**config.mk**
```make
export PLATFORM = sky130hd
export DESIGN_NAME = serial_addsub
export DESIGN_NICKNAME = d
export VERILOG_FILES = /design/src/rtl/serial_addsub_pkg.sv /design/src/rtl/addsub_digit.sv /design/src/rtl/serial_addsub.sv
export SDC_FILE = /design/constraint.sdc
export NUM_CORES = 1
export LEC_CHECK = 0
export BUFFER_PORTS_ARGS = -buffer_cell sky130_fd_sc_hd__buf_2
export CORE_UTILIZATION = 35
export CTS_BUF_LIST = sky130_fd_sc_hd__clkbuf_8
export CTS_CLUSTER_SIZE = 16
export DETAILED_ROUTE_END_ITERATION = 7
export SLEW_MARGIN = 20
export SYNTH_ARGS = -nofsm -noshare
export SYNTH_HDL_FRONTEND = slang
export SYNTH_SLANG_ARGS = --single-unit
export TNS_END_PERCENT = 1
```
**constraint.sdc**
```tcl
create_clock -name clk -period 1.5 [get_ports clk]
set_clock_uncertainty 0.1 [all_clocks]
set_input_delay 0.15 -clock clk [delete_from_list [all_inputs] [get_ports clk]]
set_output_delay 0.15 -clock clk [all_outputs]
set_load 0.02 [all_outputs]
```
**src/rtl/serial_addsub_pkg.sv**
```systemverilog
// Shared types and helpers for the digit-serial adder/subtractor.
// Holds the FSM state encoding and the counter sizing rule.
package serial_addsub_pkg;

    typedef enum logic [1:0] {
        IDLE = 2'd0,
        RUN  = 2'd1,
        DONE = 2'd2
    } state_t;

    // A single-digit run still needs a one-bit counter.
    function automatic int cnt_width(input int n);
        return (n > 1) ? $clog2(n) : 1;
    endfunction

endpackage

```
**src/rtl/addsub_digit.sv**
```systemverilog
// Combinational DIGIT-bit ripple of full-adder cells.
// Also exposes the carry into the top bit for overflow detection.
module addsub_digit #(
    parameter int DIGIT = 1
) (
    input  logic [DIGIT-1:0] x,
    input  logic [DIGIT-1:0] y,
    input  logic             ci,
    output logic [DIGIT-1:0] s,
    output logic             co,
    output logic             c_msb_in
);

    logic [DIGIT:0] c;

    always_comb begin
        s    = '0;
        c    = '0;
        c[0] = ci;
        for (int i = 0; i < DIGIT; i++) begin
            s[i]     = x[i] ^ y[i] ^ c[i];
            c[i+1]   = (x[i] & y[i]) | (c[i] & (x[i] ^ y[i]));
        end
    end

    assign co       = c[DIGIT];
    assign c_msb_in = c[DIGIT-1];

endmodule

```
**src/rtl/serial_addsub.sv**
```systemverilog
// Digit-serial adder/subtractor: parallel load, LSB-first processing,
// one ripple slice and a registered carry, start/done handshake.
module serial_addsub
    import serial_addsub_pkg::*;
#(
    parameter int WIDTH = 8,
    parameter int DIGIT = 1
) (
    input  logic             clk,
    input  logic             rst,
    input  logic             start,
    input  logic             sub,
    input  logic [WIDTH-1:0] a,
    input  logic [WIDTH-1:0] b,
    input  logic             cin,
    output logic             busy,
    output logic             done,
    output logic [WIDTH-1:0] sum,
    output logic             cout,
    output logic             overflow
);

    localparam int N  = WIDTH / DIGIT;
    localparam int CW = cnt_width(N);

    state_t           state;
    logic [WIDTH-1:0] a_sr;
    logic [WIDTH-1:0] b_sr;
    logic [WIDTH-1:0] acc;
    logic [WIDTH-1:0] acc_next;
    logic [CW-1:0]    cnt;
    logic             carry;
    logic [DIGIT-1:0] s;
    logic             co;
    logic             c_msb_in;
    logic             last;

    addsub_digit #(.DIGIT(DIGIT)) u_slice (
        .x        (a_sr[DIGIT-1:0]),
        .y        (b_sr[DIGIT-1:0]),
        .ci       (carry),
        .s        (s),
        .co       (co),
        .c_msb_in (c_msb_in)
    );

    // New digit enters at the top so the first digit ends at bit 0.
    always_comb begin
        acc_next                   = acc >> DIGIT;
        acc_next[WIDTH-1 -: DIGIT] = s;
    end

    assign last = (cnt == CW'(N - 1));

    always_ff @(posedge clk) begin
        if (rst) begin
            state    <= IDLE;
            busy     <= 1'b0;
            done     <= 1'b0;
            sum      <= '0;
            cout     <= 1'b0;
            overflow <= 1'b0;
            cnt      <= '0;
            carry    <= 1'b0;
            a_sr     <= '0;
            b_sr     <= '0;
            acc      <= '0;
        end else begin
            case (state)
                IDLE, DONE: begin
                    done <= 1'b0;
                    if (start) begin
                        a_sr  <= a;
                        b_sr  <= sub ? ~b : b;
                        carry <= cin ^ sub;
                        cnt   <= '0;
                        state <= RUN;
                        busy  <= 1'b1;
                    end else begin
                        state <= IDLE;
                        busy  <= 1'b0;
                    end
                end
                RUN: begin
                    acc   <= acc_next;
                    a_sr  <= a_sr >> DIGIT;
                    b_sr  <= b_sr >> DIGIT;
                    carry <= co;
                    cnt   <= cnt + CW'(1);
                    if (last) begin
                        sum      <= acc_next;
                        cout     <= co;
                        overflow <= c_msb_in ^ co;
                        state    <= DONE;
                        busy     <= 1'b0;
                        done     <= 1'b1;
                    end
                end
                default: begin
                    state <= IDLE;
                    busy  <= 1'b0;
                    done  <= 1'b0;
                end
            endcase
        end
    end

endmodule

```
# Yosys cells after proc, flatten, opt, wreduce, memory -nomap -nowiden

Cells that the tools add are included.

Flip-flop bits (word level): 42
Bits of input ports: 21
Output and inout port bits: 12
Word-level logic and storage cells: 47

Equal/unequal tests: 5
Reduce and logical (&&, ||, !) cells: 6
Add/subtract/negate cells: 1
Muxes and demuxes: 15
Bitwise logic cells: 9

Operator list:

| operator                                                               | number |
|---|---|
| 8-bit one-hot mux with 2 select lines                                  | 2 |
| 8-bit two-way mux                                                      | 3 |
| 8-bit NOT                                                              | 1 |
| 3-bit one-hot mux with 2 select lines                                  | 1 |
| 1-bit two-way mux                                                      | 4 |
| 2-bit != test (second input constant)                                  | 2 |
| 1-bit one-hot mux with 2 select lines                                  | 2 |
| 2-bit one-hot mux with 2 select lines                                  | 1 |
| 2-bit AND reduction                                                    | 2 |
| 2-bit OR reduction                                                     | 2 |
| 1-bit bitwise XOR                                                      | 4 |
| 3-bit by 1-bit adder with 3-bit output (second input constant)         | 1 |
| 3-bit equality test (second input constant)                            | 1 |
| 3-bit two-way mux                                                      | 1 |
| 1-bit bitwise AND                                                      | 2 |
| 2-bit by 1-bit equality test with 1-bit output (second input constant) | 1 |
| 2-bit equality test (second input constant)                            | 1 |
| 2-bit logical NOT                                                      | 1 |
| 2-bit two-way mux                                                      | 1 |
| 2-bit nonzero test                                                     | 1 |
| 1-bit NOT                                                              | 1 |
| 1-bit bitwise OR                                                       | 1 |

# Depth between registers and ports, before layout

Word-level depth: 4
Mapped depth: 6
Depth with buffers taken out: 5

# By module

From an unflattened synthesis, not the netlist that was laid out.

Cell total of the unflattened synthesis: 195
Area, all modules: 1,747.9 sq um

Modules (own cells, without submodules):

| module        | cells an instance | area each (sq um) | times used | sequential area each (sq um) |
|---|---|---|---|---|
| serial_addsub | 193               | 1,720.4           | 1          | 820.8 |
| addsub_digit  | 2                 | 27.5              | 1          | 0.0 |

# Least setup slack after synthesis

OpenSTA, ideal clock, no wires.

Kind: reg2reg
Start: register cnt[0]
End: register overflow
Required time: 1,314 ps
Arrival: 1,196 ps
Stages on the path, launching flop included: 6
Setup time: 86 ps
Period minus slack after synthesis: 1,381 ps
Slack: 119 ps
Buffers on the path: 1
Path through: dfxtp_1 -> ha_1 -> ha_1 -> and3b_1 -> buf_2 -> a211oi_1

Cells in the longest elaborated chain, start to end: 2

RTL lines:

| what                                 | line                | source |
|---|---|---|
| start, declared                      | serial_addsub.sv:31 | `logic [CW-1:0] cnt;` |
| start signal, assigned               | serial_addsub.sv:89 | `cnt <= cnt + CW'(1);` |
| 3-bit equality test                  | serial_addsub.sv:53 | `assign last = (cnt == CW'(N - 1));` |
| 2-bit AND reduction (no source line) | -                   |  |
| end signal, assigned                 | serial_addsub.sv:93 | `overflow <= c_msb_in ^ co;` |
| end, declared                        | serial_addsub.sv:20 | `output logic overflow` |

Every way passes these cells.
A chain may end at the register's enable or synchronous reset.

# Worst setup path in the final report

Ends and elaborated chain as after synthesis.

==> results.toml <==
[sta]
slew_headroom_pct = 81.16
fmax_ghz = 0.6989
drv_slew = 0
finalHoldViolations = 0
tightest_slew_ps = 282.6
holdWs_ps = 38.59
min_period_ps = 1431
fin_tns_setup_ps = 0
setup_viol = 0
period_share_pct = 95.38
rsz0062_at_grt = "false"

[setup_path]
crit_buf_inv = 1
cpMaxStageDelayCell = "dfxtp_2"
worstSetupPathType = "reg2reg"
worstSetupPathDepth = 5
r2r_cells = 5
path_delay_family = "adder cells"
r2r-start = "cnt[0]"
endpoint = "overflow"
reg2reg_slack_ps = 70
cp-end-kind = "flip-flop"
r2r-end = "overflow"
slowest_delay_ps = 330
crit_chain = "ha_1, ha_2, and3b_2, buf_4, a211oi_2"
cp.arrival_ps = 1550
cp_max_fo = 5
cp-startpoint = "cnt[0]"
start_kind = "flip-flop"
cp_data_required_time_ps = 1620

[finish]
fin_area_mm2 = 0.002064
nFillCells = 455
final_cell_count_no_fill = 285
insertedDiodeCount = 0
fin_util_pct = 46.14
area_growth_pct = 23.13
layout-drive-gt1-share_pct = 24.89
final_nets = 256

[synth]
mappedNetlistArea_mm2 = 0.001677
ys_ff_latch = 41
synth.most_common_cell = "dfxtp_1"
synth_common_cells = "41 x dfxtp_1, 37 x a21oi_1, 36 x nand2_1, 20 x nand3_1, 15 x a22oi_1"
yosys_most_used_dff = "dfxtp_1"
yosysTopAreaCell = "dfxtp_1"
yosysSeqAreaShare_pct = 48.96
synthTopCellsByArea = "dfxtp_1 49%, a21oi_1 11%, nand2_1 8.1%"
synth_cell_types = 22
synth_cells = 194
avgSynthCellArea_um2 = 8.642
synth_nets = 218
synthArstFlopShare_pct = 0
synth-edff-count = 0
synth_top_area_share_pct = 48.96
yosys_warnings = 0

[detailed_routing]
wl_per_cell_um = 11.88
drt-vias-per-instance = 4.996
drt-pass1-iter-count = 6
ant_nets = 0
drc_errors = 2
vias = 1424
drt_iter0_drc = 51
totalWireLength_um = 3385

[clock_tree]
cts.sinks = 41
clk_latency_ps = 290
numCtsBuffers = 5
cts_buffer_depth = 2
clk_pin_slew_ps = 80
clockRootBuffer = "clkbuf_8"
ctsHtreeMaxLevel = 2
cts_tree = "done"

[global_routing]
grt_pass1_vias = 1359
antenna_found_initial = 0
grt_pass1_wl_um = 5768
grt_overflow = 0
grt_max_degree = 29
grtUsageTotal_pct = 14.63

[floorplanning]
core-area_mm2 = 0.004474
fp-row-count = 24
start_util_pct = 37.47
die_y_um = 71.21
dieArea_mm2 = 0.005071
die_w_um = 71.21
pin_count = 33

[job]
cap_violations = 0

[outcome]
outcome = "complete, but fails checks"
violations = "DRC"

[pwr]
leakagePower_nw = 0.8289
cellPowerDensity_mw_per_mm2 = 1123
ir_drop_v = 0.0005601

[placed_design]
dp.cells = 276
place_congestion = 0.6651
placed_area_mm2 = 0.001928
port-buffer-count = 32
dp_hpwl_um = 2320

[hold_path]
hold_path.class = "in2reg"
cell families after synthesis:
family	Yosys count	share of synthesized area, %
and+or+nand+nor	69	18.58
AOI/OAI and AO/OA	54	18.66
DFF	41	48.96
buffers and inverters	17	5.895
xor gates and xnor gates	10	5.224
adders and majority gates	3	2.686
layer usage:
| metal | vias to the layer above | global-route usage, % | share of wire, % |
|---|---|---|---|
| li1 | 738 | - | - |
| met1 | 647 | 17.28 | 49 |
| met2 | 32 | 24.34 | 44 |
| met3 | 7 | 4.219 | 4.9 |
| met4 | 0 | 7.333 | 1.8 |
| met5 | - | 0 | 0 |
registers in the layout, indices dropped and copies added, names as in the netlist:
register and count:
b_sr 8, sum 8, done 1, acc 7, cnt 3, state 2
overflow 1, carry 1, busy 1, a_sr 8, cout 1
worst min-delay path by stage:
stage	slack, ps	end	depth (start not counted)	startpoint
2_1_floorplan	190	a_sr[7]	2	a[7]
3_3_place_gp	300	a_sr[7]	3	a[7]
3_5_place_dp	310	a_sr[7]	3	a[7]
4_1_cts	30	a_sr[2]	3	a[2]
5_1_grt	50	a_sr[4]	3	a[4]
6_report	40	a_sr[2]	3	a[2]
layout make-up:
type | count | area (µm²) | area share (%)
tap | 52 | 65.06 | 3.152
multi-input combinational | 136 | 765.7 | 37.09
timing repair buffer | 48 | 295.3 | 14.30
sequential | 41 | 822.0 | 39.82
clock inverter | 2 | 33.78 | 1.636
clock buffer | 6 | 82.58 | 4.000
power by group:
| group | switching, W | internal [W] | total [W] |
|---|---|---|---|
| Sequential | 0.0000269 | 0.00113 | 0.00116 |
| Combinational | 0.000141 | 0.000110 | 0.000251 |
| Clock | 0.000372 | 0.000536 | 0.000908 |
| Total | 0.000540 | 0.00178 | 0.00232 |
worst min-delay path, cell delays in order:
cell and delay [ps]:
buf_2 80, a22oi_1 60, a21oi_1 110
timing repair:
action	CTS	global route
buffers inserted	0	0
endpoints found under the setup margin	0	9
hold endpoints to repair	1	0
gates resized for setup	0	4
hold buffers	1	0
cells in the final DEF, fill, tap and decap left out, types with 2 or more instances in the layout:
cell type	synthesis	layout
dfxtp_1	41	40
clkbuf_8	0	6
a21oi_1	37	37
buf_2	7	32
nor2_1	4	4
buf_4	1	14
nand2b_1	3	3
nand3b_1	2	2
nand2_1	36	36
xor2_1	9	9
a22oi_1	15	15
nand3_1	20	20
metrics by stage:
stage	setup WS, ps	total power (W)
5_1_grt	19.23	0.002412
2_1_floorplan	118.7	0.001357
3_5_place_dp	37.99	0.001435
4_1_cts	17.69	0.002349
6_report	69.24	0.002319
3_3_place_gp	79.75	0.001433
No activity file was read; power rests on OpenSTA's default activity.
